==> src/rtl/chip8_video_pkg.sv <==
// Shared geometry, default panel timing and helpers for the CHIP-8 LCD scan-out.
package chip8_video_pkg;

    // Framebuffer geometry
    localparam int FB_W    = 64;
    localparam int FB_H    = 32;
    localparam int FB_AW   = 11;

    // Integer scale factors and the resulting window size
    localparam int SCALE_X = 7;
    localparam int SCALE_Y = 8;
    localparam int WIN_W   = FB_W * SCALE_X;   // 448
    localparam int WIN_H   = FB_H * SCALE_Y;   // 256

    // Counter widths for the scaler
    localparam int XC_W    = $clog2(FB_W);
    localparam int YC_W    = $clog2(FB_H);
    localparam int XS_W    = $clog2(SCALE_X);
    localparam int YS_W    = $clog2(SCALE_Y);

    // Default panel timing (480x272 class panel)
    localparam int DEF_H_SYNC   = 4;
    localparam int DEF_H_BP     = 43;
    localparam int DEF_H_ACTIVE = 480;
    localparam int DEF_H_TOTAL  = 800;
    localparam int DEF_V_SYNC   = 4;
    localparam int DEF_V_BP     = 12;
    localparam int DEF_V_ACTIVE = 272;
    localparam int DEF_V_TOTAL  = 525;
    localparam int DEF_WIN_X0   = 16;
    localparam int DEF_WIN_Y0   = 8;

    localparam logic [15:0] DEF_FG_RGB     = 16'h07E0;
    localparam logic [15:0] DEF_BG_RGB     = 16'h0000;
    localparam logic [15:0] DEF_BORDER_RGB = 16'h0000;

    // Raw (active-high) sideband carried alongside the pixel through the pipe
    typedef struct packed {
        logic hs;
        logic vs;
        logic de;
        logic win;
        logic fs;
    } sideband_t;

    // Framebuffer read address for a cell
    function automatic logic [FB_AW-1:0] cell_addr(input logic [YC_W-1:0] ycell,
                                                   input logic [XC_W-1:0] xcell);
        return {ycell, xcell};
    endfunction

    // Colour select in priority order: blanking interval, border, blank, cell
    function automatic logic [15:0] pick_rgb(input logic        de,
                                             input logic        win,
                                             input logic        blank,
                                             input logic        data,
                                             input logic [15:0] fg,
                                             input logic [15:0] bg,
                                             input logic [15:0] border);
        logic [15:0] rgb;
        if (!de) begin
            rgb = 16'h0000;
        end else if (!win) begin
            rgb = border;
        end else if (blank) begin
            rgb = bg;
        end else if (data) begin
            rgb = fg;
        end else begin
            rgb = bg;
        end
        return rgb;
    endfunction

endpackage

==> src/rtl/chip8_lcd_scanout_if.sv <==
// Framebuffer read port between the scan-out (master) and the framebuffer RAM (slave).
interface chip8_lcd_scanout_if import chip8_video_pkg::*; ();

    logic [FB_AW-1:0] fb_addr;   // read address, registered by the master
    logic             fb_data;   // cell value, one clock after fb_addr

    modport master (output fb_addr, input  fb_data);
    modport slave  (input  fb_addr, output fb_data);

endinterface

==> src/rtl/lcd_raster_counter.sv <==
// Panel raster counters with stage-0 raw sync/DE decode and frame-start pulse.
module lcd_raster_counter import chip8_video_pkg::*; #(
    parameter int H_SYNC   = DEF_H_SYNC,
    parameter int H_BP     = DEF_H_BP,
    parameter int H_ACTIVE = DEF_H_ACTIVE,
    parameter int H_TOTAL  = DEF_H_TOTAL,
    parameter int V_SYNC   = DEF_V_SYNC,
    parameter int V_BP     = DEF_V_BP,
    parameter int V_ACTIVE = DEF_V_ACTIVE,
    parameter int V_TOTAL  = DEF_V_TOTAL,
    localparam int HW      = $clog2(H_TOTAL),
    localparam int VW      = $clog2(V_TOTAL)
) (
    input  logic          i_clk,
    input  logic          i_rst_n,
    output logic [HW-1:0] o_hc,
    output logic [VW-1:0] o_vc,
    output logic          o_line_end,
    output logic          o_hsync_raw,
    output logic          o_vsync_raw,
    output logic          o_de_raw,
    output logic          o_frame_pulse
);

    localparam logic [HW-1:0] L_H_LAST  = HW'(H_TOTAL - 1);
    localparam logic [VW-1:0] L_V_LAST  = VW'(V_TOTAL - 1);
    localparam logic [HW-1:0] L_H_SYNC  = HW'(H_SYNC);
    localparam logic [VW-1:0] L_V_SYNC  = VW'(V_SYNC);
    localparam logic [HW-1:0] L_H_DE0   = HW'(H_SYNC + H_BP);
    localparam logic [HW-1:0] L_H_DE1   = HW'(H_SYNC + H_BP + H_ACTIVE);
    localparam logic [VW-1:0] L_V_DE0   = VW'(V_SYNC + V_BP);
    localparam logic [VW-1:0] L_V_DE1   = VW'(V_SYNC + V_BP + V_ACTIVE);

    logic [HW-1:0] r_hc;
    logic [VW-1:0] r_vc;
    logic          w_line_end;

    assign w_line_end = (r_hc == L_H_LAST);

    // Horizontal/vertical position: hc wraps each line, vc steps on hc wrap
    always_ff @(posedge i_clk or negedge i_rst_n) begin
        if (!i_rst_n) begin
            r_hc <= '0;
            r_vc <= '0;
        end else if (w_line_end) begin
            r_hc <= '0;
            if (r_vc == L_V_LAST) begin
                r_vc <= '0;
            end else begin
                r_vc <= r_vc + VW'(1);
            end
        end else begin
            r_hc <= r_hc + HW'(1);
        end
    end

    assign o_hc          = r_hc;
    assign o_vc          = r_vc;
    assign o_line_end    = w_line_end;
    assign o_hsync_raw   = (r_hc < L_H_SYNC);
    assign o_vsync_raw   = (r_vc < L_V_SYNC);
    assign o_de_raw      = (r_hc >= L_H_DE0) && (r_hc < L_H_DE1) &&
                           (r_vc >= L_V_DE0) && (r_vc < L_V_DE1);
    assign o_frame_pulse = (r_hc == '0) && (r_vc == '0);

endmodule

==> src/rtl/chip8_lcd_scanout.sv <==
// CHIP-8 64x32 framebuffer to RGB565 LCD scan-out with 7x8 cell scaling.
// Three-stage pipe: counters -> fb_addr + sideband -> fb_data + sideband -> pins.
module chip8_lcd_scanout import chip8_video_pkg::*; #(
    parameter int          H_SYNC     = DEF_H_SYNC,
    parameter int          H_BP       = DEF_H_BP,
    parameter int          H_ACTIVE   = DEF_H_ACTIVE,
    parameter int          H_TOTAL    = DEF_H_TOTAL,
    parameter int          V_SYNC     = DEF_V_SYNC,
    parameter int          V_BP       = DEF_V_BP,
    parameter int          V_ACTIVE   = DEF_V_ACTIVE,
    parameter int          V_TOTAL    = DEF_V_TOTAL,
    parameter int          WIN_X0     = DEF_WIN_X0,
    parameter int          WIN_Y0     = DEF_WIN_Y0,
    parameter logic [15:0] FG_RGB     = DEF_FG_RGB,
    parameter logic [15:0] BG_RGB     = DEF_BG_RGB,
    parameter logic [15:0] BORDER_RGB = DEF_BORDER_RGB
) (
    input  logic                       sys_clk,
    input  logic                       sys_rst_n,
    input  logic                       blank,
    chip8_lcd_scanout_if.master        fb,
    output logic                       lcd_hsync,
    output logic                       lcd_vsync,
    output logic                       lcd_de,
    output logic [4:0]                 lcd_r,
    output logic [5:0]                 lcd_g,
    output logic [4:0]                 lcd_b,
    output logic                       frame_start
);

    localparam int HW = $clog2(H_TOTAL);
    localparam int VW = $clog2(V_TOTAL);

    // Window edges expressed directly in raster-counter coordinates
    localparam logic [HW-1:0] L_WX0 = HW'(H_SYNC + H_BP + WIN_X0);
    localparam logic [HW-1:0] L_WX1 = HW'(H_SYNC + H_BP + WIN_X0 + WIN_W);
    localparam logic [VW-1:0] L_WY0 = VW'(V_SYNC + V_BP + WIN_Y0);
    localparam logic [VW-1:0] L_WY1 = VW'(V_SYNC + V_BP + WIN_Y0 + WIN_H);

    localparam logic [XS_W-1:0] L_XSUB_LAST = XS_W'(SCALE_X - 1);
    localparam logic [YS_W-1:0] L_YSUB_LAST = YS_W'(SCALE_Y - 1);

    logic [HW-1:0]    w_hc;
    logic [VW-1:0]    w_vc;
    logic             w_line_end;
    logic             w_hs_raw;
    logic             w_vs_raw;
    logic             w_de_raw;
    logic             w_fs_raw;
    logic             w_win;
    sideband_t        w_sb0;

    logic [XS_W-1:0]  r_xsub;
    logic [XC_W-1:0]  r_xcell;
    logic [YS_W-1:0]  r_ysub;
    logic [YC_W-1:0]  r_ycell;
    logic             r_line_win;

    logic [FB_AW-1:0] r_fb_addr;
    sideband_t        r_sb1;
    sideband_t        r_sb2;

    logic             r_hsync;
    logic             r_vsync;
    logic             r_de;
    logic [15:0]      r_rgb;
    logic             r_fs;

    lcd_raster_counter #(
        .H_SYNC   (H_SYNC),
        .H_BP     (H_BP),
        .H_ACTIVE (H_ACTIVE),
        .H_TOTAL  (H_TOTAL),
        .V_SYNC   (V_SYNC),
        .V_BP     (V_BP),
        .V_ACTIVE (V_ACTIVE),
        .V_TOTAL  (V_TOTAL)
    ) u_raster (
        .i_clk         (sys_clk),
        .i_rst_n       (sys_rst_n),
        .o_hc          (w_hc),
        .o_vc          (w_vc),
        .o_line_end    (w_line_end),
        .o_hsync_raw   (w_hs_raw),
        .o_vsync_raw   (w_vs_raw),
        .o_de_raw      (w_de_raw),
        .o_frame_pulse (w_fs_raw)
    );

    assign w_win = w_de_raw &&
                   (w_hc >= L_WX0) && (w_hc < L_WX1) &&
                   (w_vc >= L_WY0) && (w_vc < L_WY1);

    assign w_sb0 = {w_hs_raw, w_vs_raw, w_de_raw, w_win, w_fs_raw};

    // Horizontal scaler: 7 window clocks per cell, restarted every line
    always_ff @(posedge sys_clk or negedge sys_rst_n) begin
        if (!sys_rst_n) begin
            r_xsub  <= '0;
            r_xcell <= '0;
        end else if (w_line_end) begin
            r_xsub  <= '0;
            r_xcell <= '0;
        end else if (w_win) begin
            if (r_xsub == L_XSUB_LAST) begin
                r_xsub  <= '0;
                r_xcell <= r_xcell + XC_W'(1);
            end else begin
                r_xsub  <= r_xsub + XS_W'(1);
            end
        end else begin
            r_xsub  <= r_xsub;
            r_xcell <= r_xcell;
        end
    end

    // Remembers whether the current line touched the window
    always_ff @(posedge sys_clk or negedge sys_rst_n) begin
        if (!sys_rst_n) begin
            r_line_win <= 1'b0;
        end else if (w_line_end) begin
            r_line_win <= 1'b0;
        end else if (w_win) begin
            r_line_win <= 1'b1;
        end else begin
            r_line_win <= r_line_win;
        end
    end

    // Vertical scaler: 8 window lines per cell, restarted on line 0
    always_ff @(posedge sys_clk or negedge sys_rst_n) begin
        if (!sys_rst_n) begin
            r_ysub  <= '0;
            r_ycell <= '0;
        end else if (w_vc == '0) begin
            r_ysub  <= '0;
            r_ycell <= '0;
        end else if (w_line_end && r_line_win) begin
            if (r_ysub == L_YSUB_LAST) begin
                r_ysub  <= '0;
                r_ycell <= r_ycell + YC_W'(1);
            end else begin
                r_ysub  <= r_ysub + YS_W'(1);
            end
        end else begin
            r_ysub  <= r_ysub;
            r_ycell <= r_ycell;
        end
    end

    // Stage 1: framebuffer address (held outside the window) plus sideband
    always_ff @(posedge sys_clk or negedge sys_rst_n) begin
        if (!sys_rst_n) begin
            r_fb_addr <= '0;
            r_sb1     <= '0;
        end else begin
            r_sb1 <= w_sb0;
            if (w_win) begin
                r_fb_addr <= cell_addr(r_ycell, r_xcell);
            end else begin
                r_fb_addr <= r_fb_addr;
            end
        end
    end

    // Stage 2: sideband waits for the framebuffer read data
    always_ff @(posedge sys_clk or negedge sys_rst_n) begin
        if (!sys_rst_n) begin
            r_sb2 <= '0;
        end else begin
            r_sb2 <= r_sb1;
        end
    end

    // Stage 3: registered pins, syncs inverted to active-low
    always_ff @(posedge sys_clk or negedge sys_rst_n) begin
        if (!sys_rst_n) begin
            r_hsync <= 1'b1;
            r_vsync <= 1'b1;
            r_de    <= 1'b0;
            r_rgb   <= 16'h0000;
            r_fs    <= 1'b0;
        end else begin
            r_hsync <= ~r_sb2.hs;
            r_vsync <= ~r_sb2.vs;
            r_de    <= r_sb2.de;
            r_rgb   <= pick_rgb(r_sb2.de, r_sb2.win, blank, fb.fb_data,
                                FG_RGB, BG_RGB, BORDER_RGB);
            r_fs    <= r_sb2.fs;
        end
    end

    assign fb.fb_addr  = r_fb_addr;
    assign lcd_hsync   = r_hsync;
    assign lcd_vsync   = r_vsync;
    assign lcd_de      = r_de;
    assign lcd_r       = r_rgb[15:11];
    assign lcd_g       = r_rgb[10:5];
    assign lcd_b       = r_rgb[4:0];
    assign frame_start = r_fs;

endmodule

==> src/flat_wrapper.sv <==
// flat-port wrapper written by rule: the top's interface ports become plain ports
module chip8_lcd_scanout_flat import chip8_video_pkg::*;
#(
    parameter int          H_SYNC     = DEF_H_SYNC,
    parameter int          H_BP       = DEF_H_BP,
    parameter int          H_ACTIVE   = DEF_H_ACTIVE,
    parameter int          H_TOTAL    = DEF_H_TOTAL,
    parameter int          V_SYNC     = DEF_V_SYNC,
    parameter int          V_BP       = DEF_V_BP,
    parameter int          V_ACTIVE   = DEF_V_ACTIVE,
    parameter int          V_TOTAL    = DEF_V_TOTAL,
    parameter int          WIN_X0     = DEF_WIN_X0,
    parameter int          WIN_Y0     = DEF_WIN_Y0,
    parameter logic [15:0] FG_RGB     = DEF_FG_RGB,
    parameter logic [15:0] BG_RGB     = DEF_BG_RGB,
    parameter logic [15:0] BORDER_RGB = DEF_BORDER_RGB
)
  (sys_clk, sys_rst_n, blank, lcd_hsync, lcd_vsync, lcd_de, lcd_r, lcd_g, lcd_b, frame_start, fb_fb_addr, fb_fb_data);
  chip8_lcd_scanout_if fb_i ();
  input  logic sys_clk;
  input  logic sys_rst_n;
  input  logic blank;
  output logic lcd_hsync;
  output logic lcd_vsync;
  output logic lcd_de;
  output logic [4:0] lcd_r;
  output logic [5:0] lcd_g;
  output logic [4:0] lcd_b;
  output logic frame_start;
  output wire logic [$bits(fb_i.fb_addr)-1:0] fb_fb_addr;
  input wire logic [$bits(fb_i.fb_data)-1:0] fb_fb_data;
  assign fb_fb_addr = fb_i.fb_addr;
  assign fb_i.fb_data = fb_fb_data;
  chip8_lcd_scanout #(.H_SYNC(H_SYNC), .H_BP(H_BP), .H_ACTIVE(H_ACTIVE), .H_TOTAL(H_TOTAL), .V_SYNC(V_SYNC), .V_BP(V_BP), .V_ACTIVE(V_ACTIVE), .V_TOTAL(V_TOTAL), .WIN_X0(WIN_X0), .WIN_Y0(WIN_Y0), .FG_RGB(FG_RGB), .BG_RGB(BG_RGB), .BORDER_RGB(BORDER_RGB)) u_core (.sys_clk(sys_clk), .sys_rst_n(sys_rst_n), .blank(blank), .fb(fb_i), .lcd_hsync(lcd_hsync), .lcd_vsync(lcd_vsync), .lcd_de(lcd_de), .lcd_r(lcd_r), .lcd_g(lcd_g), .lcd_b(lcd_b), .frame_start(frame_start));
endmodule
==> config.mk <==
export PLATFORM = sky130hd
export DESIGN_NAME = chip8_lcd_scanout_flat
export DESIGN_NICKNAME = d
export VERILOG_FILES = /design/src/rtl/chip8_video_pkg.sv /design/src/rtl/chip8_lcd_scanout_if.sv /design/src/rtl/lcd_raster_counter.sv /design/src/rtl/chip8_lcd_scanout.sv /design/src/flat_wrapper.sv
export SDC_FILE = /design/constraint.sdc
export NUM_CORES = 1
export LEC_CHECK = 0
export ABC_AREA = 1
export CORE_ASPECT_RATIO = 0.6
export CORE_MARGIN = 1.5
export CORE_UTILIZATION = 35
export DETAILED_ROUTE_END_ITERATION = 7
export HOLD_SLACK_MARGIN = 0.08
export PLACE_DENSITY = 0.63
export SLEW_MARGIN = 10
export SYNTH_ARGS = -nofsm -noshare
export SYNTH_HDL_FRONTEND = slang
export SYNTH_HIERARCHICAL = 1
export SYNTH_SLANG_ARGS = --single-unit
export TNS_END_PERCENT = 1
==> constraint.sdc <==
create_clock -name sys_clk -period 2.35 [get_ports sys_clk]
set_input_delay 0.3525 -clock sys_clk [delete_from_list [all_inputs] [get_ports sys_clk]]
set_output_delay 0.3525 -clock sys_clk [all_outputs]
set_load 0.02 [all_outputs]
; Yosys cells after proc, flatten, opt, wreduce, memory -nomap -nowiden
; Index checks and enable logic that the tools add are counted.
[op_classes]
eq_ne = 4
muxes = 20
bitwise_logic = 2
addsub = 6
n_reduce_logical = 17
order_cmp = 10
[ops]
columns = op, count
row1 = $mux 16, 3
row2 = $lt 10x9->1 const B, 3
row3 = $add 10x1->10 const B, 2
row4 = $eq 10x10->1 const B, 2
row5 = $ge 10x5->1 const B, 2
row6 = $ge 10x6->1 const B, 2
row7 = $logic_not 10->1, 2
row8 = $lt 10x3->1 const B, 2
row9 = $mux 10, 2
row10 = $mux 3, 6
row11 = $mux 6, 3
row12 = $mux 5, 3
row13 = $mux 11, 1
row14 = $lt 10x10->1 const B, 1
row15 = $logic_and 1x1->1, 9
row16 = $reduce_bool 2->1, 4
row17 = $add 3x1->3 const B, 2
row18 = $add 6x1->6 const B, 1
row19 = $eq 3x3->1 const B, 2
row20 = $add 5x1->5 const B, 1
row21 = $reduce_and 2->1, 2
row22 = $mux 1, 2
row23 = $not 1->1, 2
[totals]
reg_bits = 79
out_inout_bits = 31
inputBits = 4

; Longest topological paths before layout
[depth]
word_depth = 10
depth_mapped = 17
mapped_depth_nobuf = 17

; By module
; The synthesis kept the hierarchy.
[by_module_without_submodules]
columns = mod, area_per_inst_um2, instances, cells_per_inst
row1 = chip8_lcd_scanout, 2082.0, 1, 223
row2 = lcd_raster_counter, 1234.9, 1, 164

; Least setup slack after synthesis
; OpenSTA, ideal clock, no wires.
[synth_path]
path_kind = register -> register
startpoint = register u_core.u_raster.r_hc[0], in the netlist u_core/u_raster/o_hc[0]
endpoint = register u_core.r_xcell[2]
setup_slack_ps = 359
synth_period_minus_slack_ps = 1991
stages_incl_launch_ff = 18
arrival_time_ps = 1874
t_required_ps = 2233
path_buffers = 0
setup_time_ps = 117
cell_sequence = dfrtp_1 -> ha_1 -> nand2_2 -> inv_1 -> nand2_1 -> nand2_1 -> nand4_1 -> nand3_1 -> nor2_1 -> inv_2 -> nor2_1 -> o21ai_0 -> nor2_1 -> nand2_4 -> nand2_4 -> nand2_2 -> nand2_1 -> nand2_1
[synth_via]
elab_chain_cells = 10
[synth_rtl]
columns = element, line_no
row1 = from (decl), lcd_raster_counter.sv:34  ; logic [HW-1:0] r_hc;
row2 = from (signal assigned), lcd_raster_counter.sv:53  ; r_hc <= r_hc + HW'(1);
row3 = $ge 10x6->1 / $lt 10x10->1 (equally long branches), lcd_raster_counter.sv:62  ; assign o_de_raw = (r_hc >= L_H_DE0) && (r_hc < L_H_DE1) &&
row4 = $logic_and 1x1->1 (*) (2 in series), lcd_raster_counter.sv:62
row5 = $logic_and 1x1->1 (*), lcd_raster_counter.sv:63  ; (r_vc >= L_V_DE0) && (r_vc < L_V_DE1);
row6 = named net u_core.w_de_raw, chip8_lcd_scanout.sv:48  ; logic w_de_raw;
row7 = $logic_and 1x1->1 (*), chip8_lcd_scanout.sv:90  ; assign w_win = w_de_raw &&
row8 = $logic_and 1x1->1 (*) (2 in series), chip8_lcd_scanout.sv:91  ; (w_hc >= L_WX0) && (w_hc < L_WX1) &&
row9 = $logic_and 1x1->1 (*), chip8_lcd_scanout.sv:92  ; (w_vc >= L_WY0) && (w_vc < L_WY1);
row10 = $reduce_bool 2->1 (no line) (*), n/a
row11 = $reduce_and 2->1 (no line) (*), n/a
row12 = to (signal assigned), chip8_lcd_scanout.sv:107  ; r_xcell <= r_xcell + XC_W'(1);
row13 = to (signal assigned), chip8_lcd_scanout.sv:113  ; r_xcell <= r_xcell;
row14 = to (decl), chip8_lcd_scanout.sv:54  ; logic [XC_W-1:0] r_xcell;
; Mark *: on every way through the listed nets, which the timed path passes. The rest lies on a longest branch.
; A chain may end at the register's enable or synchronous reset.

; Worst setup path in the final report
[layout_path]
startpoint = register u_core.u_raster.r_hc[0], in the netlist u_core/u_raster/o_hc[0]
endpoint = register u_core.r_xcell[0]
; Same word-level chain as after synthesis.

==> flow_summary.toml <==
[timing]
fin_crit_ns = 2.12
setup_ws_ns = 0.227
min_period_over_period_pct = 90.3
worstMarginPinSlew_ns = 0.587
rsz0062_at_grt = "false"
setup_viol = 0
hold_violations = 0
tns_ns = 0
slew_headroom_pct = 60.9
report.final.slew_viol_count = 0
max_freq_mhz = 471
clock_skew_ns = 0.00769

[grt]
grt_usage_pct = 14.7
globalRouteOverflowTotal = 0
antenna_found_initial = 0
grt_pass1_vias = 2288
grt_pass1_wl_um = 11200
grt_start_max_net_pins = 41

[synth]
synth_edf_count = 0
netlist_instances = 387
synth_ff_type = "dfrtp_1"
synth_seq_cells = 64
syn_area_um2 = 3320
synth_top_area_cell = "dfrtp_1"
synth_top_area_share_pct = 46.8
ys_types = 36
syn_avg_cell_area_um2 = 8.57
ys_seq_area_share_pct = 48.4
ys_async_sr_fraction_pct = 100
synth_warnings = 6
ys_top_cells_by_area = "dfrtp_1 (47%), nand2_1 (10%), nor2_1 (5.1%), inv_1 (4.9%), nand3_1 (4.5%)"

[drt]
ant_nets = 0
first_pass_iters = 4
vias = 2487
first_iter_violations = 160
drc_errors = 0
routedWlPerCell_um = 12.0
drt_wl_total_um = 6640
vias_per_cell = 4.49

[clock_network]
numCtsBuffers = 9
tritoncts = "built"
cts_sinks = 64
clk_path_buf_depth = 2
clk_pin_slew_ns = 0.05
worstSkewPairLatency_ns = 0.34
clockRootBuffer = "clkbuf_16"
cts_max_level = 3

[worst_setup_path]
startpoint_type = "flip-flop"
cp_max_fo = 6
path_cells = "ha_2, nand2_2, inv_1, nand2_1, nand2_1, nand4_1, nand3_1, nor2_2, inv_2, nor2_2, o21ai_0, nor2_1, nand2_4, nand2_4, nand2_4, nand2_1, nand2_1"
required_ns = 2.58
cpMostUsedCell = "nand2_1"
cpPeakStageDelay_ns = 0.41
worstSetupPathType = "reg2reg"
crit_slowest_cell = "dfrtp_1"
crit_arrival_ns = 2.35
cp-end-kind = "flip-flop"

[worst_hold_path]
hold_path.class = "reg2reg"

[place]
place.gp.congestion = 0.881
port_buffers = 24
dp.cells = 536
place_ws_ns = 0.117
hpwl_um = 4840

[power_and_ir_drop]
power-per-cell-area_nw_per_um2 = 618
total_power_mw = 2.45
max-vdd-ir-drop_mv = 0.355
power.leakage_nw = 2.01

[finish]
register_area_um2 = 1600
drive_above_1_share_pct = 13.0
stdcell_count = 554
multi_input_area_um2 = 1410
fin_nets = 431
area_delta_synth_final_pct = 19.7
filler_cell_count = 926
diodes = 0

[die]
core_area_um2 = 9190
dieArea_um2 = 10100
initial_core_util_pct = 36.1
die_height_um = 78.4
die_x_um = 129
num_rows = 27
ioPinCount = 35

[flow_run]
maxCapViolCount = 0

[outcome]
outcome = "finished clean"
==> final timing paths <==
path | from | end | slack (ns) | cells after the start
setup / recovery | u_core/u_raster/o_hc[0]$_DFF_PN0_ | u_core/r_xcell[0]$_DFFE_PN0P_ | 0.23 | 17
hold / removal | u_core/r_sb1[4]$_DFF_PN0_ | u_core/r_sb2[4]$_DFF_PN0_ | 0.35 | 0
setup reg to reg | u_core/u_raster/o_hc[0]$_DFF_PN0_ | u_core/r_xcell[0]$_DFFE_PN0P_ | 0.23 | 17
hold reg to reg | u_core/r_sb1[4]$_DFF_PN0_ | u_core/r_sb2[4]$_DFF_PN0_ | 0.35 | 0
max in group asynchronous | sys_rst_n | u_core/lcd_vsync$_DFF_PN1_ | 1.13 | 3
min in group asynchronous | sys_rst_n | u_core/r_ysub[1]$_DFFE_PN0P_ | 0.56 | 2
==> power by group <==
group / internal, mW / switching (mW)
Combinational: 0.00812 / 0.0357
Sequential: 1.10 / 0
Clock: 0.848 / 0.458
Total: 1.96 / 0.493
==> cells by family (layout without fill, tap and decap cells) <==
family / count (synthesis) / after routing / synth area share [%]
simple gates: 199 / 199 / 28.2
buf+inv: 69 / 97 / 10.5
flops: 64 / 64 / 48.4
compound gates: 29 / 29 / 5.36
xor+xnor: 17 / 17 / 4.49
fa+ha+maj: 8 / 8 / 3.02
other cells: 1 / 10 / 0.113
==> layer usage <==
layer  vias up  track usage (%)  part of all wire (%)
met5         -                0                     0
met4         0             6.74                   1.9
met3        15             4.84                   6.4
met2        67             18.4                    38
met1      1138             22.1                    53
li1       1267                -                     -
==> final cells by class <==
cell class / instances / area share [%]
timing repair buffer: 31 / 7.72
multi-input combinational: 263 / 35.5
sequential: 64 / 40.4
tap: 130 / 4.10
inverter: 50 / 4.85
clock buffer: 13 / 6.30
clock inverter: 3 / 1.07
==> through the flow <==
stage	util (%)	instance area, µm²	hold WS, ns
CTS	42.9	3950	0.347
floorplan	-	3350	0.0569
global route	43.2	3970	0.359
detailed placement	39.7	3640	0.336
finish	43.2	3970	0.346
global placement	39.7	3640	0.334
==> timing repair <==
action | in CTS | in global routing
buffers inserted | 0 | 1
hold endpoints to repair | 24 | 0
hold buffers | 1 | 0
endpoints found under the setup margin | 0 | 16
resized for setup | 0 | 5
==> cells in the final DEF (no fill, tap or decap), types with 4 or more instances in the layout <==
| cell | synthesis | layout |
|---|---|---|
| o21ai_0 | 15 | 15 |
| clkbuf_16 | 0 | 9 |
| nor2_1 | 45 | 43 |
| inv_1 | 43 | 43 |
| nand2_1 | 88 | 88 |
| inv_2 | 6 | 6 |
| o21ai_2 | 5 | 5 |
| nor2_2 | 2 | 4 |
| o21ai_1 | 4 | 4 |
| conb_1 | 1 | 10 |
| buf_4 | 15 | 4 |
| dfrtp_1 | 62 | 62 |
| nand4_1 | 13 | 13 |
| nand2_2 | 5 | 4 |
| xor2_1 | 17 | 17 |
| clkdlybuf4s50_1 | 0 | 23 |
| ha_1 | 8 | 7 |
| nand3_1 | 30 | 30 |
==> worst max-delay path, delay by kind of cell, from the launching register on <==
kind            cells  cell delay [ns]
flops               1             0.41
fa+ha+maj           1             0.21
buf+inv             2             0.10
compound gates      1             0.09
simple gates       13             1.20
==> cell usage after synthesis (2+ instances only) <==
library cell / count
nand2_1: 88
nand4_1: 13
inv_2: 6
nand3_1: 30
o21ai_2: 5
o21ai_0: 15
nor2_4: 3
dfstp_2: 2
ha_1: 8
nor3_1: 3
inv_1: 43
nor2_1: 45
xor2_1: 17
o21ai_1: 4
buf_6: 2
nand2_2: 5
buf_4: 15
nand2_4: 2
dfrtp_1: 62
nor3_2: 2
nor2_2: 2
==> state kept, by name, summed over array words and instances (netlist names), 3 cells and up <==
register	flops
u_core/fb.fb_addr	11
u_core/u_raster/o_hc	10
u_core/u_raster/o_vc	10
u_core/r_xcell	6
u_core/r_sb1	5
u_core/r_sb2	5
u_core/r_ycell	5
u_core/r_xsub	3
u_core/r_ysub	3
Note: power is estimated with default switching activity, not from simulation.
